===== config.mk =====
export PLATFORM = sky130hd
export DESIGN_NAME = sys_array_result_streamer
export DESIGN_NICKNAME = d
export VERILOG_FILES = /design/src/rtl/sys_array_pkg.sv /design/src/rtl/sys_array_result_buf.sv /design/src/rtl/sys_array_result_streamer.sv
export SDC_FILE = /design/constraint.sdc
export NUM_CORES = 1
export LEC_CHECK = 0
export BUFFER_PORTS_ARGS = -buffer_cell sky130_fd_sc_hd__buf_2
export CORE_ASPECT_RATIO = 0.6
export CORE_MARGIN = 2
export CORE_UTILIZATION = 47
export CTS_CLUSTER_DIAMETER = 40
export DETAILED_ROUTE_END_ITERATION = 6
export PLACE_DENSITY_LB_ADDON = 0.15
export SYNTH_ARGS = -nofsm -noshare
export SYNTH_HDL_FRONTEND = slang
export SYNTH_SLANG_ARGS = --single-unit

===== constraint.sdc =====
create_clock -name clk -period 18.95 [get_ports clk]
set_input_delay 0.9475 -clock clk [delete_from_list [all_inputs] [get_ports clk]]
set_output_delay 0.9475 -clock clk [all_outputs]
set_load 0.1 [all_outputs]

===== src/rtl/sys_array_pkg.sv =====
// Shared types and default sizing for the systolic-array result path.
package sys_array_pkg;

    typedef enum logic [1:0] {
        IDLE   = 2'd0,
        STREAM = 2'd1,
        CSUM   = 2'd2
    } state_t;

    localparam int DEF_DATA_WIDTH = 8;
    localparam int DEF_ARRAY_W    = 5;
    localparam int IDX_W          = $clog2(DEF_ARRAY_W);
    localparam int RES_W          = 2 * DEF_DATA_WIDTH;

    typedef logic [RES_W-1:0] res_t;

endpackage


===== src/rtl/sys_array_result_buf.sv =====
// Capture register bank for one ARRAY_W x ARRAY_W result matrix with a (row,col) read mux.
module sys_array_result_buf
    import sys_array_pkg::*;
#(
    parameter int DATA_WIDTH = DEF_DATA_WIDTH,
    parameter int ARRAY_W    = DEF_ARRAY_W
) (
    input  logic                                              clk,
    input  logic                                              load,
    input  logic [0:ARRAY_W-1][0:ARRAY_W-1][2*DATA_WIDTH-1:0] din,
    input  logic [$clog2(ARRAY_W)-1:0]                        rd_row,
    input  logic [$clog2(ARRAY_W)-1:0]                        rd_col,
    output logic [2*DATA_WIDTH-1:0]                           rd_data
);

    logic [0:ARRAY_W-1][0:ARRAY_W-1][2*DATA_WIDTH-1:0] mem_p0;

    // Data-only storage: never reset, contents change only on a capture.
    always_ff @(posedge clk) begin
        if (load) begin
            mem_p0 <= din;
        end
    end

    assign rd_data = mem_p0[rd_row][rd_col];

endmodule


===== src/rtl/sys_array_result_streamer.sv =====
// Captures the fetcher's result matrix on a res_ready rising edge and streams it row-major
// on a valid/ready port. Define STREAM_CHECKSUM_EN to append a modular-sum beat per frame.
module sys_array_result_streamer
    import sys_array_pkg::*;
#(
    parameter int DATA_WIDTH = DEF_DATA_WIDTH,
    parameter int ARRAY_W    = DEF_ARRAY_W,
    parameter int ARRAY_L    = 2
) (
    input  logic                                              clk,
    input  logic                                              reset,
    input  logic                                              res_ready,
    input  logic [0:ARRAY_W-1][0:ARRAY_W-1][2*DATA_WIDTH-1:0] res_data,
    output logic                                              out_valid,
    input  logic                                              out_ready,
    output logic [2*DATA_WIDTH-1:0]                           out_data,
    output logic [$clog2(ARRAY_W)-1:0]                        out_row,
    output logic [$clog2(ARRAY_W)-1:0]                        out_col,
    output logic                                              out_last,
    output logic                                              busy,
    output logic                                              overrun
);

    localparam int RW = 2 * DATA_WIDTH;
    localparam int IW = $clog2(ARRAY_W);
    localparam logic [IW-1:0] LAST_IDX = IW'(ARRAY_W - 1);
    localparam logic [IW-1:0] PEN_IDX  = IW'(ARRAY_W - 2);

    if (ARRAY_L < 1 || ARRAY_W < 2) begin : g_bad_params
        $error("sys_array_result_streamer: ARRAY_L must be >= 1 and ARRAY_W >= 2");
    end

`ifdef STREAM_CHECKSUM_EN
    localparam bit CSUM_EN = 1'b1;
`else
    localparam bit CSUM_EN = 1'b0;
`endif

    state_t        state;
    logic          res_ready_q;
    logic          cap;
    logic          xfer;
    logic          at_last;
    logic          frame_end;
    logic          load;
    logic [RW-1:0] elem;

    assign cap       = res_ready & ~res_ready_q;
    assign xfer      = out_valid & out_ready;
    assign at_last   = (out_row == LAST_IDX) && (out_col == LAST_IDX);
    assign frame_end = xfer & (((state == STREAM) && at_last && !CSUM_EN) || (state == CSUM));
    // A capture is accepted when idle or exactly as the current frame's final beat leaves.
    assign load      = cap & ((state == IDLE) || frame_end);
    assign busy      = (state != IDLE);

    sys_array_result_buf #(
        .DATA_WIDTH (DATA_WIDTH),
        .ARRAY_W    (ARRAY_W)
    ) u_buf (
        .clk     (clk),
        .load    (load),
        .din     (res_data),
        .rd_row  (out_row),
        .rd_col  (out_col),
        .rd_data (elem)
    );

    // The edge register also tracks during reset so a level held high across reset never captures.
    always_ff @(posedge clk) begin
        res_ready_q <= res_ready;
        if (reset) begin
            state     <= IDLE;
            out_valid <= 1'b0;
            out_row   <= '0;
            out_col   <= '0;
            out_last  <= 1'b0;
            overrun   <= 1'b0;
        end else begin
            if (cap && !load) begin
                overrun <= 1'b1;
            end
            if (load) begin
                state     <= STREAM;
                out_valid <= 1'b1;
                out_row   <= '0;
                out_col   <= '0;
                out_last  <= 1'b0;
            end else if (frame_end) begin
                state     <= IDLE;
                out_valid <= 1'b0;
                out_row   <= '0;
                out_col   <= '0;
                out_last  <= 1'b0;
            end else if (xfer && (state == STREAM)) begin
                if (at_last) begin
`ifdef STREAM_CHECKSUM_EN
                    state    <= CSUM;
                    out_row  <= '0;
                    out_col  <= '0;
                    out_last <= 1'b1;
`endif
                end else begin
                    if (out_col == LAST_IDX) begin
                        out_col <= '0;
                        out_row <= out_row + 1'b1;
                    end else begin
                        out_col <= out_col + 1'b1;
                    end
                    out_last <= !CSUM_EN && (out_row == LAST_IDX) && (out_col == PEN_IDX);
                end
            end
        end
    end

`ifdef STREAM_CHECKSUM_EN
    logic [RW-1:0] sum_p0;

    // Wraps modulo 2^RW by construction of the register width.
    always_ff @(posedge clk) begin
        if (load) begin
            sum_p0 <= '0;
        end else if (xfer && (state == STREAM)) begin
            sum_p0 <= sum_p0 + elem;
        end
    end

    assign out_data = !out_valid ? '0 : ((state == CSUM) ? sum_p0 : elem);
`else
    assign out_data = out_valid ? elem : '0;
`endif

endmodule


==> impl_summary.md <==
Run status
The flow ran to the end, and the final reports show no timing, DRC or antenna violations.

Synth
The area of the mapped netlist is 16020 um^2. For this run, the register share of the synthesized area comes to 76.23%. Yosys mapped the design onto 40 distinct sky130hd cell types. In the synthesized netlist the dominant register cell turns out to be sky130_fd_sc_hd__edfxtp_1. The Yosys step of the flow raised 0 warnings. In this run, synthesis inferred 400 flip-flops with an integrated enable. The number of nets in the synthesized netlist is 1324. The synthesized instance count is 915.

After synthesis, the mean cell area works out to 17.51 um^2. The number of synthesized register bits is 410. Of all flip-flops after synthesis, the portion carrying an async set or reset was 0%.

Routing
The iteration-0 DRC count of the detailed router is 729. The final routed DRC violation total is 0. The via count of the routed design is 9875. Wires add up to 43520 um.

The average via count per standard cell is 5.355. The pre-antenna-repair detailed-routing pass consisted of 4 iterations. The count of nets left with antenna violations once routing finished came out at 0. The average wire per cell in the routed design is 23.60 um.

Global routing
The maximum number of pins on one net before global-route repair is 207. For this run, the total global-route usage over all layers was measured as 24.39%. The initial antenna violation count is 11.

Summed over all layers, the global routing overflow is 0. The global-route wire length before repair is 63860 um. The number of global-route vias before repair is 10170.

Power and ir drop
The static leakage is 7.068 nW. Dividing total power by cell area gives a power density of 100.3 nW/um^2. The internal power of the cells is 0.001587 W. The part of the power in combinational logic is 5.4%. In this run the power spent charging and discharging nets is 0.0004212 W. The proportion of power drawn by flip-flops and latches is 52.5%. The switching fraction of total power is 20.98%. VDD sags by at most 0.06620 mV. The clock share of power is 42.1%.

Setup path
Among all stages on the critical path, the largest delay is contributed by sky130_fd_sc_hd__dfxtp_4. The launching element type of the critical path is a flop. In this design, the stage delay of the slowest critical-path cell is 980 ps. The critical path is of the flop to output pin type. The worst setup path is captured at an output pin.

The cell type group with the largest total delay on the critical path is buffers and inverters. The worst register-to-register path ends at u_buf.mem_p0[295]. The worst register-to-register path has a depth of 7. The start of the worst register-to-register path is out_col[0]. STA puts the critical path data required time at 18000 ps. The worst endpoint data arrival time is 4240 ps.

The worst register-to-register path has a setup slack of 14340 ps. The number of buffer and inverter instances along the worst setup path is 2. Traced cell by cell, the critical path runs through buf_4 -> mux2i_1 -> o22ai_1 -> nor4_1 -> o221ai_1 -> buf_2.

Of all nets on the critical path, the largest fanout is 58.

Job
Max-cap violations in this run came to 0.

CTS
The total clock sinks is 410. The count of instances resized after the clock tree is built is 0. The later-pin clock latency in the skew report is 540 ps. Buffers inserted during clock tree synthesis total 43.

In this run the deepest clock path goes through 3 buffers. The number of setup buffers added after CTS is 0. The quantity of hold-fixing buffers added after cts is 0.

In this run the clock root is driven by a sky130_fd_sc_hd__clkbuf_16. TritonCTS built the clock tree. After clock tree synthesis, the clock-pin slew on the worst setup and hold paths is 60 ps. In this run the number of H-tree levels came out at 2.

STA
Between clock sinks in the finished design, the worst skew comes to 13.70 ps. The time the worst path needs with I/O delays and setup is 5189 ps. Setup repair after global routing left no endpoint under its margin. At the pin with the least slew margin, the transition time is 1198 ps. The final critical-path share of the clock period is 27.38%. Summed over all failing endpoints, the final setup total negative slack is 0 ps. The number of setup violations in the final report is 0. The worst max-slew margin expressed relative to the limit is 20.17%.

The number of max-slew violations in the final report was 0. The top achievable clock speed is 192.7 MHz. The number of endpoints with negative hold slack in the final report is 0.

Hold path
The path class of the tightest hold or removal check is flop to flop. The cell depth of the worst min-delay path is 2. The worst-case hold path end point is overrun. The origin of the worst min-delay path is overrun.

Cells and area
The top cell types in the final layout, fill and taps aside, are 429 x sky130_fd_sc_hd__buf_2, 400 x sky130_fd_sc_hd__edfxtp_1, 193 x sky130_fd_sc_hd__mux2i_1. The number of cells in the finished layout apart from fillers is 1844. The ratio of cells with drive above 1 in the final layout is 37.17%. For this run, the share of the core covered by cells in the final layout is 59.54%.

At the end of the flow, the number of nets in the layout was 1750. Relative to the synthesized area, the layout overhead comes to 25.02%. The library cell used most frequently in the layout, excluding fill and tap cells, is sky130_fd_sc_hd__buf_2.

Floorplanning
The floorplan step set the die height to 147.0 um. The initialized floorplan defines 52 standard-cell rows. In this run the horizontal extent of the chip is 242.3 um. The die covers 35630 um^2. For this configuration, the core starts out at a cell density of 47.62%. 430 I/O pins were placed. The area of the placeable core is 33640 um^2.

Placement
The wire-length estimate of the detail-placed layout is 30840 um. The count of buffers added on input and output ports is 429. In this run, placement finished with an instance count of 1755. The weighted congestion reported at the end of routability-driven placement is 0.8285.
[flip-flops by register name (all words and copies together) (netlist names)]
name	count
out_last	1
overrun	1
u_buf.mem_p0	400
out_col	3
res_ready_q	1
out_row	3
out_valid	1
[Yosys cell counts (3+ instances only)]
cell type	n	area, um^2
sky130_fd_sc_hd__ha_1	5	62.56
sky130_fd_sc_hd__dfxtp_1	10	200.2
sky130_fd_sc_hd__clkbuf_1	30	112.6
sky130_fd_sc_hd__a21oi_1	3	15.01
sky130_fd_sc_hd__nand4bb_1	4	45.04
sky130_fd_sc_hd__o221ai_1	15	131.4
sky130_fd_sc_hd__edfxtp_1	400	12010
sky130_fd_sc_hd__a2bb2oi_1	15	131.4
sky130_fd_sc_hd__o21ai_1	6	30.03
sky130_fd_sc_hd__nand3b_1	15	112.6
sky130_fd_sc_hd__nor3_1	3	15.01
sky130_fd_sc_hd__nand2b_1	3	18.77
sky130_fd_sc_hd__buf_6	3	33.78
sky130_fd_sc_hd__o22ai_1	64	400.4
sky130_fd_sc_hd__buf_2	19	95.09
sky130_fd_sc_hd__nor4_1	17	106.4
sky130_fd_sc_hd__or4b_1	3	30.03
sky130_fd_sc_hd__inv_1	8	30.03
sky130_fd_sc_hd__nor2_1	44	165.2
sky130_fd_sc_hd__buf_1	5	18.77
sky130_fd_sc_hd__mux2i_1	193	1932
sky130_fd_sc_hd__o21ai_0	25	125.1
sky130_fd_sc_hd__nor2b_1	3	18.77
[layout make-up]
type / instances / area, um^2
multi-input combinational: 439 / 3517
antenna: 13 / 32.53
inverter: 8 / 30.03
fill: 2661 / 13610
timing repair buffer: 439 / 2235
clock buffer: 48 / 1137
tap: 459 / 574.3
sequential: 410 / 12220
clock inverter: 28 / 280.3
[power by group through the flow]
stage	combinational, W	sequential, W	clock [W]
detailed placement	0.000108	0.00107	0
global route	0.000117	0.00106	0.000899
CTS	0.000109	0.00105	0.000864
floorplan	0.0000477	0.00108	0
finish	0.000108	0.00105	0.000846
global placement	0.000107	0.00107	0
[per-stage QoR]
| step | worst slack (ps) | area, um^2 | hold slack (ps) | power, W |
|---|---|---|---|---|
| floorplan | 5961 | 16020 | 502.6 | 0.001132 |
| global placement | 14250 | 18580 | 482.2 | 0.001180 |
| detailed placement | 14200 | 18580 | 491.2 | 0.001182 |
| CTS | 13630 | 19990 | 495.7 | 0.002027 |
| global route | 13510 | 20010 | 500.7 | 0.002074 |
| finish | 13760 | 20030 | 518.4 | 0.002008 |
[worst min-delay path, stage by stage (launching register included)]
cell and delay (ps):
sky130_fd_sc_hd__dfxtp_1 350, sky130_fd_sc_hd__a21oi_1 50, sky130_fd_sc_hd__nor2_1 80
[per-layer routing]
metal,part of all wire (%),GRT usage (%)
met1,44,34.38
met2,46,37.82
met3,7.5,6.303
met4,2.1,6.790
met5,0.053,0
[how the worst max path moves through the flow]
| stage | from | to | slack, ps | depth (start not counted) |
|---|---|---|---|---|
| after floorplan | out_row[0] | u_buf.mem_p0[0] | 5960 | 9 |
| after global placement | out_row[0] | out_data[13] | 14250 | 6 |
| after detailed placement | out_row[0] | out_data[13] | 14200 | 6 |
| after CTS | out_row[0] | out_data[13] | 13630 | 6 |
| after global routing | out_row[0] | out_data[13] | 13510 | 6 |
| final | out_row[0] | out_data[13] | 13760 | 6 |
[cell families (layout without fill, tap and decap cells)]
logic type	count (synthesis)	count (layout)	share of synthesized area, %
simple gates	105	105	3.765
xor+xnor	2	2	0.1094
buf+inv	66	523	1.859
compound gates	133	133	5.444
fa+ha+maj	5	5	0.3905
flops	410	410	76.23
other cells	0	13	0
mux	194	194	12.20
Power figures use the tool's default switching activity.
